==> config.mk <==
export PLATFORM = sky130hd
export DESIGN_NAME = nano_dsi_clk_rx
export DESIGN_NICKNAME = d
export VERILOG_FILES = /design/src/rtl/nano_dphy_pkg.sv /design/src/rtl/nano_dphy_lp_filt.sv /design/src/rtl/nano_dsi_clk_rx.sv
export SDC_FILE = /design/constraint.sdc
export NUM_CORES = 1
export LEC_CHECK = 0
export ABC_AREA = 1
export CAP_MARGIN = 30
export CORE_MARGIN = 5
export CORE_UTILIZATION = 55
export CTS_CLUSTER_DIAMETER = 30
export DETAILED_ROUTE_END_ITERATION = 16
export GPL_TIMING_DRIVEN = 0
export PLACE_DENSITY = 0.8
export SLEW_MARGIN = 20
export SYNTH_ARGS = -nofsm -noshare
export SYNTH_HDL_FRONTEND = slang
export SYNTH_HIERARCHICAL = 1
export SYNTH_SLANG_ARGS = --single-unit
export TNS_END_PERCENT = 50
==> constraint.sdc <==
create_clock -name clk -period 4.7 [get_ports clk]
set_input_delay 0.705 -clock clk [delete_from_list [all_inputs] [get_ports clk]]
set_output_delay 0.705 -clock clk [all_outputs]
set_load 0.02 [all_outputs]
==> src/rtl/nano_dphy_pkg.sv <==
// Shared D-PHY receive definitions: LP line codes and clock-lane receiver states.
// No ports. Imported by nano_dphy_lp_filt and nano_dsi_clk_rx.
package nano_dphy_pkg;

  // Line codes are {dp, dn}.
  localparam logic [1:0] LP11 = 2'b11;
  localparam logic [1:0] LP01 = 2'b01;
  localparam logic [1:0] LP10 = 2'b10;
  localparam logic [1:0] LP00 = 2'b00;

  typedef enum logic [2:0] {
    ST_STOP    = 3'd0,
    ST_HS_RQST = 3'd1,
    ST_SETTLE  = 3'd2,
    ST_HS      = 3'd3,
    ST_ERR     = 3'd4
  } clk_rx_state_e;

endpackage

==> src/rtl/nano_dphy_lp_filt.sv <==
// Two-line LP input conditioner: a 2-flop synchronizer per line followed by a
// run-length glitch filter. The filtered state only follows the synchronized
// state after it has been stable for FILT_LEN consecutive samples.
// Ports:
//   clk, rst_n         clock, asynchronous active-low reset
//   lp_dp_i, lp_dn_i   raw comparator outputs (asynchronous to clk)
//   lp_f_o             filtered {dp,dn}; LP-11 out of reset
module nano_dphy_lp_filt
  import nano_dphy_pkg::*;
#(
  parameter int FILT_LEN = 2
) (
  input  logic       clk,
  input  logic       rst_n,
  input  logic       lp_dp_i,
  input  logic       lp_dn_i,
  output logic [1:0] lp_f_o
);

  logic [1:0] lp_raw;
  logic [1:0] lp_s;
  logic [1:0] last_q;
  logic [3:0] run_q;
  logic [3:0] run_d;
  logic [1:0] lp_f_q;

  assign lp_raw = {lp_dp_i, lp_dn_i};

  // Each line gets its own synchronizer; idle level is high on both lines.
  for (genvar gi = 0; gi < 2; gi++) begin : g_sync
    logic meta_q;
    logic sync_q;
    always_ff @(posedge clk or negedge rst_n) begin
      if (!rst_n) begin
        meta_q <= 1'b1;
        sync_q <= 1'b1;
      end else begin
        meta_q <= lp_raw[gi];
        sync_q <= meta_q;
      end
    end
    assign lp_s[gi] = sync_q;
  end

  // run_d is the length of the current run including this sample. It
  // saturates at FILT_LEN so the counter never wraps during long holds.
  always_comb begin
    run_d = 4'd1;
    if (lp_s == last_q) begin
      run_d = (run_q >= 4'(FILT_LEN)) ? run_q : run_q + 4'd1;
    end
  end

  always_ff @(posedge clk or negedge rst_n) begin
    if (!rst_n) begin
      last_q <= LP11;
      run_q  <= 4'd0;
      lp_f_q <= LP11;
    end else begin
      last_q <= lp_s;
      run_q  <= run_d;
      if (run_d >= 4'(FILT_LEN)) begin
        lp_f_q <= lp_s;
      end
    end
  end

  assign lp_f_o = lp_f_q;

endmodule

==> src/rtl/nano_dsi_clk_rx.sv <==
// D-PHY clock-lane receive controller. Tracks LP-11 -> LP-01 -> LP-00 -> HS
// and the return to LP-11, drives HS termination and the HS-valid flag for the
// data lanes, and pulses on sequence violations and request timeouts.
// Ports:
//   clk, rst_n                 clock, asynchronous active-low reset
//   lp_dp, lp_dn               raw LP comparator inputs
//   cfg_settle                 LP-00 settle load value (N -> N+1 cycles)
//   cfg_rqst_max               maximum LP-01 load value (N -> N+1 cycles)
//   hs_term_en, hs_active      termination enable, HS clock valid
//   hs_start, hs_end           one-cycle pulses on HS entry / HS exit to stop
//   stop_state, lp_state       lane in LP-11 stop, filtered {dp,dn}
//   err_seq, err_timeout       one-cycle error pulses
module nano_dsi_clk_rx
  import nano_dphy_pkg::*;
#(
  parameter int FILT_LEN = 2,
  parameter int TIMER_W  = 8
) (
  input  logic               clk,
  input  logic               rst_n,
  input  logic               lp_dp,
  input  logic               lp_dn,
  input  logic [TIMER_W-2:0] cfg_settle,
  input  logic [TIMER_W-2:0] cfg_rqst_max,
  output logic               hs_term_en,
  output logic               hs_active,
  output logic               hs_start,
  output logic               hs_end,
  output logic               stop_state,
  output logic [1:0]         lp_state,
  output logic               err_seq,
  output logic               err_timeout
);

  logic [1:0]         lp_f;
  clk_rx_state_e      state_q, state_d;
  logic [TIMER_W-1:0] timer_q, timer_d, timer_dec;
  logic               trig;
  logic               load_rqst, load_settle;
  logic               seq_d, to_d;
  logic               seq_evt_q, to_evt_q;
  logic               hs_term_en_q, hs_active_q, hs_start_q, hs_end_q;
  logic               stop_state_q, err_seq_q, err_timeout_q;

  nano_dphy_lp_filt #(
    .FILT_LEN (FILT_LEN)
  ) u_lp_filt (
    .clk     (clk),
    .rst_n   (rst_n),
    .lp_dp_i (lp_dp),
    .lp_dn_i (lp_dn),
    .lp_f_o  (lp_f)
  );

  // Trigger is the MSB of the decremented value: it goes high in the cycle the
  // counter underflows, so the state is left exactly N+1 cycles after entry.
  assign timer_dec = timer_q - TIMER_W'(1);
  assign trig      = timer_dec[TIMER_W-1];

  always_comb begin
    state_d     = state_q;
    load_rqst   = 1'b0;
    load_settle = 1'b0;
    seq_d       = 1'b0;
    to_d        = 1'b0;
    case (state_q)
      ST_STOP: begin
        if (lp_f == LP01) begin
          state_d   = ST_HS_RQST;
          load_rqst = 1'b1;
        end else if (lp_f != LP11) begin
          state_d = ST_ERR;
          seq_d   = 1'b1;
        end
      end
      ST_HS_RQST: begin
        // A line change wins over a timeout landing in the same cycle.
        if (lp_f == LP00) begin
          state_d     = ST_SETTLE;
          load_settle = 1'b1;
        end else if (lp_f == LP11) begin
          state_d = ST_STOP;
        end else if (lp_f == LP10) begin
          state_d = ST_ERR;
          seq_d   = 1'b1;
        end else if (trig) begin
          state_d = ST_ERR;
          to_d    = 1'b1;
        end
      end
      ST_SETTLE: begin
        if (trig) begin
          state_d = ST_HS;
        end else if (lp_f != LP00) begin
          state_d = ST_ERR;
          seq_d   = 1'b1;
        end
      end
      ST_HS: begin
        // HS swing looks like LP-00 to the comparators, so 00 is normal here.
        if (lp_f == LP11) begin
          state_d = ST_STOP;
        end else if (lp_f != LP00) begin
          state_d = ST_ERR;
          seq_d   = 1'b1;
        end
      end
      ST_ERR: begin
        if (lp_f == LP11) begin
          state_d = ST_STOP;
        end
      end
      default: state_d = ST_STOP;
    endcase
  end

  always_comb begin
    timer_d = timer_dec;
    if (load_rqst) begin
      timer_d = {1'b0, cfg_rqst_max};
    end else if (load_settle) begin
      timer_d = {1'b0, cfg_settle};
    end
  end

  always_ff @(posedge clk or negedge rst_n) begin
    if (!rst_n) begin
      state_q   <= ST_STOP;
      timer_q   <= '0;
      seq_evt_q <= 1'b0;
      to_evt_q  <= 1'b0;
    end else begin
      state_q   <= state_d;
      timer_q   <= timer_d;
      seq_evt_q <= seq_d;
      to_evt_q  <= to_d;
    end
  end

  // Outputs are one register stage behind the state. hs_active_q holds the
  // previous state's HS flag, which gives the entry/exit edges for the pulses.
  always_ff @(posedge clk or negedge rst_n) begin
    if (!rst_n) begin
      hs_term_en_q  <= 1'b0;
      hs_active_q   <= 1'b0;
      hs_start_q    <= 1'b0;
      hs_end_q      <= 1'b0;
      stop_state_q  <= 1'b1;
      err_seq_q     <= 1'b0;
      err_timeout_q <= 1'b0;
    end else begin
      hs_term_en_q  <= (state_q == ST_SETTLE) || (state_q == ST_HS);
      hs_active_q   <= (state_q == ST_HS);
      hs_start_q    <= (state_q == ST_HS) && !hs_active_q;
      hs_end_q      <= (state_q == ST_STOP) && hs_active_q;
      stop_state_q  <= (state_q == ST_STOP);
      err_seq_q     <= seq_evt_q;
      err_timeout_q <= to_evt_q;
    end
  end

  assign hs_term_en  = hs_term_en_q;
  assign hs_active   = hs_active_q;
  assign hs_start    = hs_start_q;
  assign hs_end      = hs_end_q;
  assign stop_state  = stop_state_q;
  assign lp_state    = lp_f;
  assign err_seq     = err_seq_q;
  assign err_timeout = err_timeout_q;

endmodule

== Word-level counts from Yosys, hierarchy flattened ==
Cells that the tools add are included.
Widths: inputs -> output; s select.

* Register bits: 32
* Bits of input ports: 18
* Word-level logic and storage cells: 75
* Output and inout bits: 9

* $lt $le $gt $ge: 2
* Add/subtract/negate cells: 2
* Muxes and demuxes: 33
* Reductions and logical operators: 8
* Equal/unequal tests: 12

{| class="wikitable"
|+ Operators by type and width
! operator !! count
|-
| $mux 3 || 10
|-
| $mux 1 || 17
|-
| $mux 8 || 2
|-
| $pmux 3 s5 || 1
|-
| $ge 4x2->1 const B || 2
|-
| $mux 4 || 2
|-
| $sub 8x1->8 const B || 1
|-
| $eq 3x2->1 const B || 2
|-
| $ne 5x5->1 const B || 1
|-
| $add 4x1->4 const B || 1
|-
| $eq 2x2->1 const B || 2
|-
| $ne 2x2->1 const B || 2
|-
| $pmux 1 s4 || 1
|-
| $eq 3x1->1 const B || 1
|-
| $eq 3x3->1 const B || 1
|-
| $logic_not 3->1 || 1
|-
| $ne 3x3->1 const B || 1
|-
| $reduce_and 3->1 || 1
|-
| $eq 2x1->1 const B || 1
|-
| $eq 2x2->1 || 1
|-
| $logic_and 1x1->1 || 2
|-
| $logic_not 2->1 || 1
|-
| $reduce_bool 2->1 || 1
|-
| $logic_not 1->1 || 1
|-
| $logic_or 1x1->1 || 1
|}

== Longest topological paths before layout ==
Gate-level depths: netlist of run 1.

* Word-level depth: 6
* Depth in mapped cells: 10
* Gate-level depth less buffers: 10

== Cells and area by module ==
Netlist of run 1, hierarchy kept.

{| class="wikitable"
|+ By module, submodules not included
! module !! instances !! sequential area each (um^2) !! area each (um^2) !! cells each
|-
| nano_dsi_clk_rx || 1 || 501.7 || 1144.8 || 143
|-
| nano_dphy_lp_filt || 1 || 310.3 || 525.5 || 55
|}

== Worst setup path after synthesis of run 1 ==
No wires, ideal clock.

* Path type: register to register
* Start point: reg u_lp_filt.lp_f_q[0], in the netlist u_lp_filt/lp_f_o[0]
* End point: reg state_q[0]
* Data arrival time: 1508 ps
* Period minus slack after synthesis: 1626 ps
* Cell stages (with the launch flop): 11
* Slack: 3074 ps
* Buffers on the path: 0
* Data required time: 4582 ps
* Library setup time: 118 ps
* Path through: dfstp_2 inv_1 ha_1 nor2_1 nand2_1 nor2_1 nand3_1 nand2_1 inv_1 nand2_1 nand2_1

* Cells in the longest elaborated chain, start to end: 5
* Elaborated cells on any way between the ends: 18
* Classes of those cells: eq/ne: 7; mux: 8; reduce/logical: 3

{| class="wikitable"
|+ Ends and longest elaborated chain
! what !! RTL line !! RTL
|-
| from (decl) || nano_dphy_lp_filt.sv:25 || <nowiki>logic [1:0] lp_f_q;</nowiki>
|-
| from (signal assigned) || nano_dphy_lp_filt.sv:63 || <nowiki>lp_f_q <= lp_s;</nowiki>
|-
| $eq 2x2->1 || nano_dsi_clk_rx.sv:83 || <nowiki>end else if (lp_f == LP10) begin</nowiki>
|-
| $mux 3 || nano_dsi_clk_rx.sv:83 ||
|-
| $mux 3 || nano_dsi_clk_rx.sv:81 || <nowiki>end else if (lp_f == LP11) begin</nowiki>
|-
| $mux 3 || nano_dsi_clk_rx.sv:78 || <nowiki>if (lp_f == LP00) begin</nowiki>
|-
| $pmux 3 s5 || nano_dsi_clk_rx.sv:66 || <nowiki>case (state_q)</nowiki>
|-
| to (signal assigned) || nano_dsi_clk_rx.sv:133 || <nowiki>state_q <= state_d;</nowiki>
|-
| to (decl) || nano_dsi_clk_rx.sv:36 || <nowiki>clk_rx_state_e state_q, state_d;</nowiki>
|}

Parallel ways exist; a longest one is shown, timed or not.
A chain may end at the register's enable or synchronous reset.

== Final worst setup path of run 1 ==
* Start point: reg u_lp_filt.lp_f_q[1], in the netlist u_lp_filt/lp_f_o[1]
* End point: out lp_state[1]

{| class="wikitable"
|+ RTL lines
! what !! RTL line !! RTL
|-
| to (decl) || nano_dsi_clk_rx.sv:30 || <nowiki>output logic [1:0] lp_state,</nowiki>
|}

No word-level cell between the ends.

==> results.ini, run 1 <==
[sta]
grt_setup_unrepaired=false
setup_viol=0
fin_crit_sh=0.479
fmax_mhz=444
finalClockSkew_ns=0.00933
relSlewSlack=0.537
setup_ws_ns=2.45
tightest_slew_ns=0.695
setup_tns_ns=0
fin_crit_ns=2.25
finalHoldViolations=0
drv_slew=0

[logic_synthesis]
netlist_instances=198
synth_top_family_by_area=simple AND/OR/NAND/NOR gates
yosys-top-cells-count=45 x nand2_1, 30 x inv_1, 23 x dfrtp_1
synthAdderAreaFrac=0.0674
synth_top_cell_area_share=0.345
ys_types=24
synth_seq_area_share=0.486
ys_async_sr_fraction=1.00
synthSimpleGateAreaFrac=0.294
synth.area.top_cells=dfrtp_1 34%, dfstp_2 14%, nand2_1 10%
synthMuxAreaShare=0
synth_edf_count=0
synth_top_flop_cell=dfrtp_1
syn_nets=225
synth_most_common_cell=nand2_1
syn_area_per_cell_um2=8.44
synth_xor_area_frac=0.0157
syn_area_um2=1670
synth_seq_cells=32
synth_compound_area_frac=0.0569
yosys_warnings=6
synth_area_leader_cell=dfrtp_1

[finish]
layout.cells.non_filler=265
diodes=0
multi_input_area_um2=726
seq_area_um2=812
area_growth_pct=21.4
num-fill-cells=247
layout-drive-gt1-share=0.159
nets=258

[routing]
drt-total-wl_mm=2.87
drt-vias-per-instance=4.92
remaining_drc_errors=0
drt_first_pass_iters=4
drt-initial-drc-count=47
vias=1304
ant_nets=0
wl_per_cell_um=10.8

[setup_path]
reg2reg_slack_ns=2.98
crit_path_end_kind=primary output
crit_buf_inv=1
worst-setup-path-type=reg2out
worst-path-max-fanout=7
slowest_delay_ns=0.63
cp.required_ns=3.99
cpLargestDelayFamily=buffers and inverters
start_kind=flip-flop
rr_worst_depth=10
crit_chain=clkdlybuf4s50_1
crit_slowest_cell=clkdlybuf4s50_1
cp_num_cells=1
arrival_ns=1.55

[clock_tree]
numCtsBuffers=5
clkSinkCount=32
cts-root-buf=clkbuf_4
clkLatencyLatePin_ns=0.32
htreeDepth=2
post_cts_buffers=0
path_clk_slew_ns=0.10
hold_buffers=0
post_cts_resized=0
clk_path_buf_depth=2
cts_tree=yes

[global_route]
overflow=0
grt-busiest-layer=met2
gr-usage-met3=0.0564
met2_usage=0.269
grt_max_degree=33
grt_pass1_vias=1244
grt_first_pass_wirelength_mm=4.99
use_met1=0.174
antenna_found_initial=0
grt_usage=0.157

[floorplan]
die_w_um=65.1
start_util=0.561
die_y_um=65.1
fp.dieArea_um2=4240
io_pins=27
core_area_um2=2980
rows=20

[pwr]
power.density_nw_per_um2=526
power.total_mw=1.07
vdd_ir_drop_max_mv=0.289
leakagePower_nw=1.07

[placement]
numPortBuffers=26
place_ws_ns=2.78
place_congestion=0.795
post-dp-hpwl_mm=2.24
place_inst=257

[status]
run_status=finished clean

[worst_hold_path]
hold_class=reg2reg
hold_depth=0

[job]
maxCapViolations=0

## placed cells by master (no fill, tap or decap)
cell	Yosys	layout
a21oi_1	1	1
a31oi_1	1	1
buf_2	0	1
clkbuf_4	0	5
clkbuf_8	0	1
clkdlybuf4s50_1	0	25
clkinv_2	0	2
dfrtp_1	23	23
dfstp_2	9	9
ha_1	9	9
inv_1	30	30
inv_2	3	3
inv_6	1	1
nand2_1	45	45
nand2_2	6	6
nand2_4	2	2
nand3_1	15	15
nand3_2	2	2
nand4_1	4	4
nor2_1	19	19
nor2_2	2	2
nor2_4	1	1
nor2_8	1	1
nor3_1	4	4
nor3b_1	1	1
o21ai_0	14	14
o21ai_1	1	1
o21ai_2	1	1
xnor2_1	3	3
## path summary, 6_finish.rpt
check | startpoint | to
min reg2reg | seq_evt_q | err_seq
min in group asynchronous | rst_n | timer_q[6]
max reg2reg | u_lp_filt/lp_f_o[0] | state_q[2]
min | seq_evt_q | err_seq
max in group asynchronous | rst_n | hs_active
max | u_lp_filt/lp_f_o[1] | lp_state[1]
## worst register-to-register path, cell delays in order, from the launching register on
cell and delay, ns:
dfstp_2 0.61, inv_1 0.09, ha_1 0.29, nor2_1 0.11, nand2_1 0.07, nor2_1 0.11
nand3_1 0.11, nand2_1 0.08, inv_1 0.05, nand2_1 0.05, nand2_1 0.05
## stage by stage
step,instance area [um2],hold slack [ns],utilization
finish,2030,0.358,0.681
floorplan,1670,0.331,-
detailed placement,1970,0.338,0.661
global placement,1970,0.331,0.662
CTS,2030,0.361,0.681
global route,2030,0.373,0.681
## report_power, final
part	internal, mW	switching (mW)	total, mW
clock network	0.0712	0.0886	0.160
logic	0.194	0.289	0.483
registers	0.362	0.0616	0.423
## metal layers
| metal | part of all wire | wire length, um |
|---|---|---|
| met4 | 0.011 | 31 |
| met3 | 0.053 | 151 |
| met5 | 0 | 0 |
| met1 | 0.43 | 1230 |
| met2 | 0.51 | 1460 |
## cell families after synthesis
kind of cell               after synthesis
DFF                                     32
xor gates and xnor gates                 3
adders and majority gates                9
and+or+nand+nor                        102
buffers and inverters                   34
AOI/OAI and AO/OA                       18
## registers in the layout, indices dropped and copies added (netlist names)
register and count:
hs_start 1, hs_active 1, to_evt_q 1, u_lp_filt/last_q 2, err_seq 1, u_lp_filt/lp_f_o 2
u_lp_filt/g_sync.sync_q 2, timer_q 8, hs_end 1, state_q 3, err_timeout 1, stop_state 1
seq_evt_q 1, u_lp_filt/g_sync.meta_q 2, hs_term_en 1, u_lp_filt/run_q 4
## layout make-up
type	count	share of cell area
multi-input cells	132	0.358
clock inverters	2	0.00494
flip-flops and latches	32	0.400
clock buffers	6	0.0253
inverters	34	0.0654
repair buffers	26	0.126
well taps	33	0.0204
Note: power is estimated with default switching activity, not from simulation.
==> inputs of run 2 (changes only) <==
--- a/config.mk
+++ b/config.mk
@@ -8,11 +8,11 @@
 export ABC_AREA = 1
 export CAP_MARGIN = 30
 export CORE_MARGIN = 5
-export CORE_UTILIZATION = 55
+export CORE_UTILIZATION = 52
 export CTS_CLUSTER_DIAMETER = 30
 export DETAILED_ROUTE_END_ITERATION = 16
 export GPL_TIMING_DRIVEN = 0
-export PLACE_DENSITY = 0.8
+export PLACE_DENSITY = 0.76
 export SLEW_MARGIN = 20
 export SYNTH_ARGS = -nofsm -noshare
 export SYNTH_HDL_FRONTEND = slang
==> constraint.sdc (replaced) <==
create_clock -name clk -period 2.25 [get_ports clk]
set_input_delay 0.3375 -clock clk [delete_from_list [all_inputs] [get_ports clk]]
set_output_delay 0.3375 -clock clk [all_outputs]
set_load 0.02 [all_outputs]
==> results.ini, run 2 (synthesized netlist as in run 1, its figures left out) <==
[setup_path]
crit_buf_inv=1  ; unchanged
arrival_ns=1.56  ; about the same
crit_chain=clkdlybuf4s50_1
crit_slowest_cell=clkdlybuf4s50_1
cpLargestDelayFamily=buffers and inverters
start_kind=flip-flop
worst-path-max-fanout=7  ; unchanged
slowest_delay_ns=0.62  ; about the same
crit_path_end_kind=primary output
cp.required_ns=1.91  ; -2.08 ns
worst-setup-path-type=reg2out

[sta]
setup_viol=0  ; unchanged
grt_setup_unrepaired=false
finalClockSkew_ns=0.00883  ; -0.000502 ns
tightest_slew_ns=0.683  ; -0.0116 ns
finalHoldViolations=0  ; unchanged
fin_crit_ns=1.90
setup_tns_ns=0  ; unchanged
fin_hold_ws_ns=0.0333  ; -0.325 ns
fmax_mhz=526
drv_slew=0  ; unchanged
fin_crit_sh=0.845
relSlewSlack=0.545  ; +0.00774

[floorplan]
io_pins=27  ; unchanged
die_y_um=66.7  ; +2.4%
start_util=0.543  ; -0.0182
fp.dieArea_um2=4450  ; +4.9%
core_area_um2=3080  ; +3.4%
rows=20  ; unchanged
die_w_um=66.7  ; +2.4%

[finish]
layout.cells.non_filler=276  ; +4.2%
layout-drive-gt1-share=0.155  ; -0.00431
largest_reg_flops=8  ; unchanged
area_growth_pct=23.1
largest-register=timer_q
nets=258  ; unchanged
final_common_cell=nand2_1
most-common-layout-cells=45 x nand2_1, 30 x inv_1, 25 x clkdlybuf4s50_1, 23 x dfrtp_1, 19 x nor2_1
top_regs=timer_q x8, u_lp_filt/run_q x4, state_q x3
diodes=0  ; unchanged

[routing]
drt_first_pass_iters=4  ; unchanged
vias=1332  ; +2.1%
ant_nets=0  ; unchanged
wl_per_cell_um=11.3  ; +4.7%
drt-total-wl_mm=3.13  ; +9.0%
remaining_drc_errors=0  ; unchanged
drt-vias-per-instance=4.83  ; -1.9%
drt-initial-drc-count=44  ; -6.4%

[clock_tree]
numCtsBuffers=5  ; unchanged
path_clk_slew_ns=0.10  ; about the same
post_cts_resized=0  ; unchanged
post_cts_buffers=0  ; unchanged
clkLatencyLatePin_ns=0.33  ; about the same
cts_tree=yes
clkSinkCount=32  ; unchanged
htreeDepth=2  ; unchanged
clk_path_buf_depth=2  ; unchanged
hold_buffers=0  ; unchanged
cts-root-buf=clkbuf_4

[pwr]
leakagePower_nw=1.07  ; +0.40%
p_int_mw=1.40  ; +120%
p_seq_frac=0.378  ; -0.019
power_frac_clock=0.182  ; +0.032
sw_frac_of_total=0.405  ; -0.00690
vdd_ir_drop_max_mv=0.696  ; +140%
power_frac_comb=0.440  ; -0.013
power.density_nw_per_um2=1140  ; +120%
switching_power_mw=0.950  ; +120%

[placement]
place_inst=268  ; +4.3%
post-dp-hpwl_mm=2.39  ; +6.8%
numPortBuffers=26  ; unchanged
place_congestion=0.790  ; -0.57%

[global_route]
grt_first_pass_wirelength_mm=5.33  ; +6.8%
overflow=0  ; unchanged
antenna_found_initial=0  ; unchanged
grt_pass1_vias=1311  ; +5.4%
grt_usage=0.164  ; +0.00682
grt_max_degree=33  ; unchanged

[worst_hold_path]
hold_class=in2async

[job]
maxCapViolations=0  ; unchanged

[status]
run_status=finished clean

[run 2: layout make-up]
cell class	count	area, um2
repair buffers	26	255
inverters	34	133
multi-input cells	132	726
flip-flops and latches	32	812
clock buffers	6	41.3
fillers	272	1020
clock inverters	2	35.0
well taps	44	55.1
[run 2: path summary, 6_finish.rpt]
kind / to / cells past startpoint / slack [ns] / startpoint
min in group clk: err_timeout / 0 / 0.36 / to_evt_q
hold / removal: err_seq / 1 / 0.03 / rst_n
hold reg to reg: err_timeout / 0 / 0.36 / to_evt_q
setup / recovery: lp_state[1] / 1 / 0.35 / u_lp_filt/lp_f_o[1]
max in group asynchronous: to_evt_q / 1 / 1.77 / rst_n
setup reg to reg: state_q[2] / 10 / 0.49 / u_lp_filt/lp_f_o[0]
[run 2: power groups by stage]
stage	clock network, mW	registers (mW)	logic, mW
2_1_floorplan	0	0.915	0.728
3_3_place_gp	0	0.886	0.991
3_5_place_dp	0	0.896	1.03
4_1_cts	0.434	0.888	1.04
5_1_grt	0.460	0.909	1.17
6_report	0.427	0.887	1.03
[run 2: metrics by stage]
step / instance area, um2 / power (mW) / util / setup WS, ns
after floorplan: 1670 / 1.64 / - / 0.624
after global placement: 1990 / 1.88 / 0.645 / 0.298
after detailed placement: 1980 / 1.92 / 0.643 / 0.497
after CTS: 2060 / 2.37 / 0.668 / 0.329
after global routing: 2060 / 2.53 / 0.668 / 0.282
final: 2060 / 2.35 / 0.668 / 0.348
[run 2: metal layers]
metal | vias to the layer above | GRT usage | share of wire
li1 | 687 | - | -
met1 | 605 | 0.169 | 0.41
met2 | 35 | 0.297 | 0.52
met3 | 5 | 0.0624 | 0.055
met4 | 0 | 0.0609 | 0.014
met5 | - | 0 | 0
==> inputs of run 3 (changes only) <==
==> constraint.sdc (replaced) <==
create_clock -name clk -period 1.9 [get_ports clk]
set_input_delay 0.285 -clock clk [delete_from_list [all_inputs] [get_ports clk]]
set_output_delay 0.285 -clock clk [all_outputs]
set_load 0.02 [all_outputs]
==> results.ini, run 3 (synthesized netlist as in run 1, its figures left out) <==
[sta]
tightest_slew_ns=0.686  ; +0.00241 ns
setup_viol=0  ; unchanged
finalHoldViolations=0  ; unchanged
setup_tns_ns=0  ; unchanged
relSlewSlack=0.543  ; -0.00161
fmax_mhz=576
finalClockSkew_ns=0.00879  ; -0.0000337 ns
fin_crit_ns=1.74
drv_slew=0  ; unchanged
fin_hold_ws_ns=0.346  ; +0.313 ns
grt_setup_unrepaired=false
fin_crit_sh=0.914

[pwr]
sw_frac_of_total=0.404  ; -0.000655
p_seq_frac=0.377  ; about the same
power.density_nw_per_um2=1340  ; +18%
leakagePower_nw=1.10  ; +2.5%
vdd_ir_drop_max_mv=0.824  ; +18%
power.total_mw=2.78  ; +19%
p_int_mw=1.66  ; +19%
switching_power_mw=1.12  ; +18%
power_frac_comb=0.441  ; about the same
power_frac_clock=0.182  ; about the same

[setup_path]
cp_num_cells=1  ; unchanged
start_kind=flip-flop
rr_worst_depth=10  ; unchanged
r2r_start=u_lp_filt/lp_f_o[0]
worst-setup-path-type=reg2out
crit_slowest_cell=clkdlybuf4s50_1
cp.required_ns=1.62  ; -0.29 ns
crit_chain=clkdlybuf4s50_1
cpLargestDelayFamily=buffers and inverters
crit_buf_inv=1  ; unchanged
cp-endpoint=stop_state
arrival_ns=1.45  ; -0.11 ns
worst-path-max-fanout=1  ; -6
crit_path_end_kind=primary output
crit-reg2reg-capture=state_q[2]
crit_start=stop_state
reg2reg_slack_ns=0.22  ; -0.27 ns
slowest_delay_ns=0.59  ; -0.03 ns

[clock_tree]
clkLatencyLatePin_ns=0.33  ; about the same
numCtsBuffers=5  ; unchanged
clkSinkCount=32  ; unchanged
path_clk_slew_ns=0.10  ; about the same
htreeDepth=2  ; unchanged
post_cts_buffers=0  ; unchanged
clk_path_buf_depth=2  ; unchanged
cts_tree=yes
cts-root-buf=clkbuf_4

[global_route]
grt-busiest-layer=met2
gr-usage-met3=0.0607  ; -0.00169
met2_usage=0.297  ; unchanged
grt_max_degree=33  ; unchanged
use_met1=0.170  ; +0.00108
antenna_found_initial=0  ; unchanged
grt_usage=0.164  ; unchanged
grt_first_pass_wirelength_mm=5.33  ; unchanged
overflow=0  ; unchanged
grt_pass1_vias=1311  ; unchanged

[finish]
top_regs=timer_q x8, u_lp_filt/run_q x4, state_q x3
final_common_cell=nand2_1
layout.cells.non_filler=277  ; +0.36%
largest-register=timer_q
most-common-layout-cells=45 x nand2_1, 30 x inv_1, 23 x dfrtp_1, 23 x clkdlybuf4s50_1, 19 x nor2_1
nets=259  ; +0.39%
diodes=0  ; unchanged
layout-drive-gt1-share=0.159  ; +0.00363
largest_reg_flops=8  ; unchanged
area_growth_pct=24.2

[routing]
ant_nets=0  ; unchanged
wl_per_cell_um=11.3  ; about the same
drt-total-wl_mm=3.14  ; +0.38%
drt_first_pass_iters=4  ; unchanged
remaining_drc_errors=0  ; unchanged
drt-vias-per-instance=4.82  ; -0.21%
vias=1334  ; +0.15%
drt-initial-drc-count=72  ; +64%

[floorplan]
start_util=0.543  ; unchanged
die_w_um=66.7  ; unchanged
rows=20  ; unchanged
die_y_um=66.7  ; unchanged
core_area_um2=3080  ; unchanged
io_pins=27  ; unchanged
fp.dieArea_um2=4450  ; unchanged

[placement]
numPortBuffers=26  ; unchanged
post-dp-hpwl_mm=2.39  ; unchanged
place_congestion=0.790  ; unchanged
place_inst=268  ; unchanged

[worst_hold_path]
min_from=lp_dp
hold_class=in2reg
hold_depth=1

[job]
maxCapViolations=0  ; unchanged

[status]
run_status=finished clean

-- run 3: cell count changes in the layout (fill, tap and decap cells not counted) --
cell             previous run  this run
ha_1                        9         8
clkdlybuf4s50_1            25        23
dlymetal6s2s_1              0         2
ha_2                        0         1
dlygate4sd3_1               0         1
-- run 3: worst min-delay path by stage --
| stage | endpoint | slack (ns) |
|---|---|---|
| final | u_lp_filt/g_sync[1].meta_q | 0.35 |
| after global routing | u_lp_filt/g_sync[1].meta_q | 0.32 |
| after CTS | u_lp_filt/g_sync[1].meta_q | 0.34 |
| after detailed placement | err_timeout | 0.34 |
| after global placement | err_timeout | 0.34 |
| after floorplan | err_seq | -0.01 |
-- run 3: timing repair --
action / 4_1_cts / 5_1_grt
hold endpoints to repair: 11 / 0
setup endpoints to repair: 0 / 4
hold buffers: 1 / 0
gates resized for setup: 0 / 3
-- run 3: final cells by class --
class,count,area [um2]
multi-input cells,132,728
clock inverters,2,35.0
flip-flops and latches,32,812
inverters,34,133
fillers,271,1000
well taps,44,55.1
repair buffers,27,270
clock buffers,6,41.3
-- run 3: power by group through the flow --
stage	logic, mW	registers (mW)	clock network (mW)
floorplan	0.862	1.08	0
global placement	1.17	1.05	0
detailed placement	1.21	1.06	0
CTS	1.24	1.05	0.514
global route	1.39	1.08	0.545
finish	1.23	1.05	0.506
-- run 3: worst reg2reg max path: cells and delay by family (launching register included) --
| kind | cells | cell delay (ns) |
|---|---|---|
| buffers and inverters | 2 | 0.14 |
| adder cells (fa/ha/maj) | 1 | 0.24 |
| flip-flops | 1 | 0.60 |
| AND/OR/NAND/NOR | 7 | 0.59 |
-- run 3: stage by stage --
stage | instance area (um2) | utilization | worst slack [ns]
after floorplan | 1670 | - | 0.274
after detailed placement | 1980 | 0.643 | 0.147
after global routing | 2070 | 0.674 | 0.0610
after global placement | 1990 | 0.645 | 0.000668
final | 2070 | 0.674 | 0.163
after CTS | 2070 | 0.672 | 0.0312
-- run 3: per-layer routing --
layer	part of all wire	vias up
li1	-	689
met2	0.52	33
met1	0.41	607
met4	0.014	0
met5	0	-
met3	0.053	5
==> RTL edit (settings of run 3) <==
Encoding of `clk_rx_state_e`: now one-hot (5 bits for 5 states).
--- a/src/rtl/nano_dphy_pkg.sv
+++ b/src/rtl/nano_dphy_pkg.sv
@@ -8,12 +8,12 @@
   localparam logic [1:0] LP10 = 2'b10;
   localparam logic [1:0] LP00 = 2'b00;
 
-  typedef enum logic [2:0] {
-    ST_STOP    = 3'd0,
-    ST_HS_RQST = 3'd1,
-    ST_SETTLE  = 3'd2,
-    ST_HS      = 3'd3,
-    ST_ERR     = 3'd4
+  typedef enum logic [4:0] {
+    ST_STOP    = 5'b00001,
+    ST_HS_RQST = 5'b00010,
+    ST_SETTLE  = 5'b00100,
+    ST_HS      = 5'b01000,
+    ST_ERR     = 5'b10000
   } clk_rx_state_e;
 
 endpackage
Formal check against the unedited RTL: no difference found for any inputs over 10 cycles, from zero or initial values and one cycle with rst_n low; not proved beyond that.
==> RTL edit against run 3 <==
Cell area grew 8.1%; wire length up 8.1%; final cell count is 5.1% higher; total power rose by 10%; largest cell class unchanged; highest routed layer unchanged; area after synthesis is 6.8% higher; clock skew decreased by 0.0040 ns; sequential cell count rose by 2; worst setup slack lost 0.10 ns; sequential power up 5%; non-clock buffer count is 1 higher.
==> RTL edit: results (changes against run 3) <==
----------------------------------------------------
[Routing]
  WL per Instance ... 11.68 um (+2.9%)
  Vias after detailed routing ... 1450 (+8.7%)
  Starting DRC count in detailed routing ... 114 (+58%)

[Power]
  Static Leak ... 1.150 nW (+4.9%)
  Peak supply drop ... 0.7651 mV (-7.2%)

[Synthesis]
  Most common library cells after synthesis ... 44 x nand2_1, 29 x inv_1, 24 x dfrtp_1
  Main area contributors after synthesis ... dfrtp_1 34%, dfstp_2 15%, nand2_1 9.3%
  Share of synthesized area occupied by flip-flops and latches ... 48.39% (-0.23 points)
  Dominant register cell in the synthesized netlist ... dfrtp_1
  Post-Synthesis Cells ... 209 (+5.6%)
  Syn_nets ... 236 (+4.9%)

[Worst setup path]
  Maximum net fanout on the critical path ... 6 (+5)
  Peak per-stage delay on the critical path ... 0.62 ns (+0.03 ns)
  Worst r2r dst ... state_q[4]$_DFFE_PN0P_
  Start point of the critical path ... u_lp_filt/lp_f_o[0]$_DFFE_PN1P_
  Reg-to-reg slack, setup ... 0.16 ns (-0.06 ns)
  Cell family with the largest share of critical-path delay ... buffers and inverters
  Capturing instance or port of the critical path ... lp_state[0]
  Crit-path slowest cell ... clkdlybuf4s50_1

[Final layout]
  Number of non-filler instances in the completed layout ... 291 (+5.1%)
  Largest registers in the final layout ... timer_q: 8 flops, state_q: 5 flops, u_lp_filt/run_q: 4 flops
  Final nets ... 271 (+4.6%)
  N_diodes ... 0 (unchanged)
  Share of final-layout standard cells stronger than drive strength 1 ... 17.96% (+2.1 points)

[GRT]
  Largest net degree at the start of global routing ... 34 (+3.0%)
  First-pass GRT wire length ... 5740 um (+7.8%)
  Via count of the first global-routing pass ... 1406 (+7.2%)
  Total Routing Usage GR ... 16.53% (+0.15 points)

[Clock network]
  Bufs on Longest Clock Path ... 2 (unchanged)
  Number of hold buffers added after CTS ... 1 (unchanged)
  Worst-path clk slew ... 0.10 ns (about the same)
  Post-cts sizing count ... 0 (unchanged)

[Timing]
  Worst hold-check slack ... 0.2671 ns (-0.07883 ns)
  Worst-margin pin slew ... 0.2785 ns (-0.4071 ns)
  Clk_skew ... 0.004780 ns (-0.004013 ns)

[Outcome]
  Run status ... finished, final reports clean

[Place]
  Placed instance area ... 2117 um2 (+6.9%)
  Sum of net half-perimeters after detailed placement ... 2473 um (+3.6%)
  DP Cell Count ... 282 (+5.2%)
  Final weighted congestion in routability-driven placement ... 0.8644 (+9.4%)

[Min path]
  Class of the most critical hold timing path ... in -> async

----------------------------------------------------
-- RTL edit: worst reg2reg max path, stage by stage, from the launching register on --
cell      delay (ns)
dfstp_2         0.60
inv_1           0.10
ha_2            0.22
inv_2           0.13
nand3b_1        0.11
nor2_1          0.14
nand3_1         0.11
nand2_1         0.07
inv_1           0.04
nand2_1         0.06
nand2_1         0.05
-- RTL edit: kinds of logic (layout without fill, tap and decap cells) --
family                   count (synthesis)  in the layout  share of synthesized area (%)
AND/OR/NAND/NOR                        104            104                          29.80
buffers and inverters                   38             74                          8.135
flip-flops                              34             34                          48.39
AO/OA/AOI/OAI                           21             21                          5.890
adder cells (fa/ha/maj)                  9              9                          6.311
XOR/XNOR                                 3              3                          1.473
-- RTL edit: area by class of cell --
cell class / count / area (um2)
Clock buffer: 6 / 51.30
Clock inverter: 2 / 60.06
Fill cell: 286 / 1094
Inverter: 38 / 145.1
Multi-Input combinational cell: 137 / 778.2
Sequential cell: 34 / 863.3
Tap cell: 46 / 57.56
Timing Repair Buffer: 28 / 287.8
-- RTL edit: where the power goes --
| part | total (mW) | internal [mW] | switching, mW | leakage [nW] |
|---|---|---|---|---|
| Sequential | 1.10 | 0.948 | 0.147 | 0.416 |
| Clock | 0.689 | 0.446 | 0.243 | 0.0585 |
| Combinational | 1.28 | 0.498 | 0.785 | 0.676 |
-- RTL edit: through the flow --
stage               setup WS, ns  power, mW
finish                   0.05816      3.066
global route             0.01242      3.304
CTS                      0.03608      3.074
detailed placement        0.1453      2.368
global placement         -0.1146      2.319
floorplan                 0.2300      2.027
-- RTL edit: layer usage --
layer  vias to the layer above  global-route usage (%)  routed length (um)
met4                         0                   5.211                  72
met1                       678                   17.74                1462
met3                        12                   4.862                 173
li1                        723                       -                   -
met2                        37                   30.75                1689
met5                         -                       0                   0
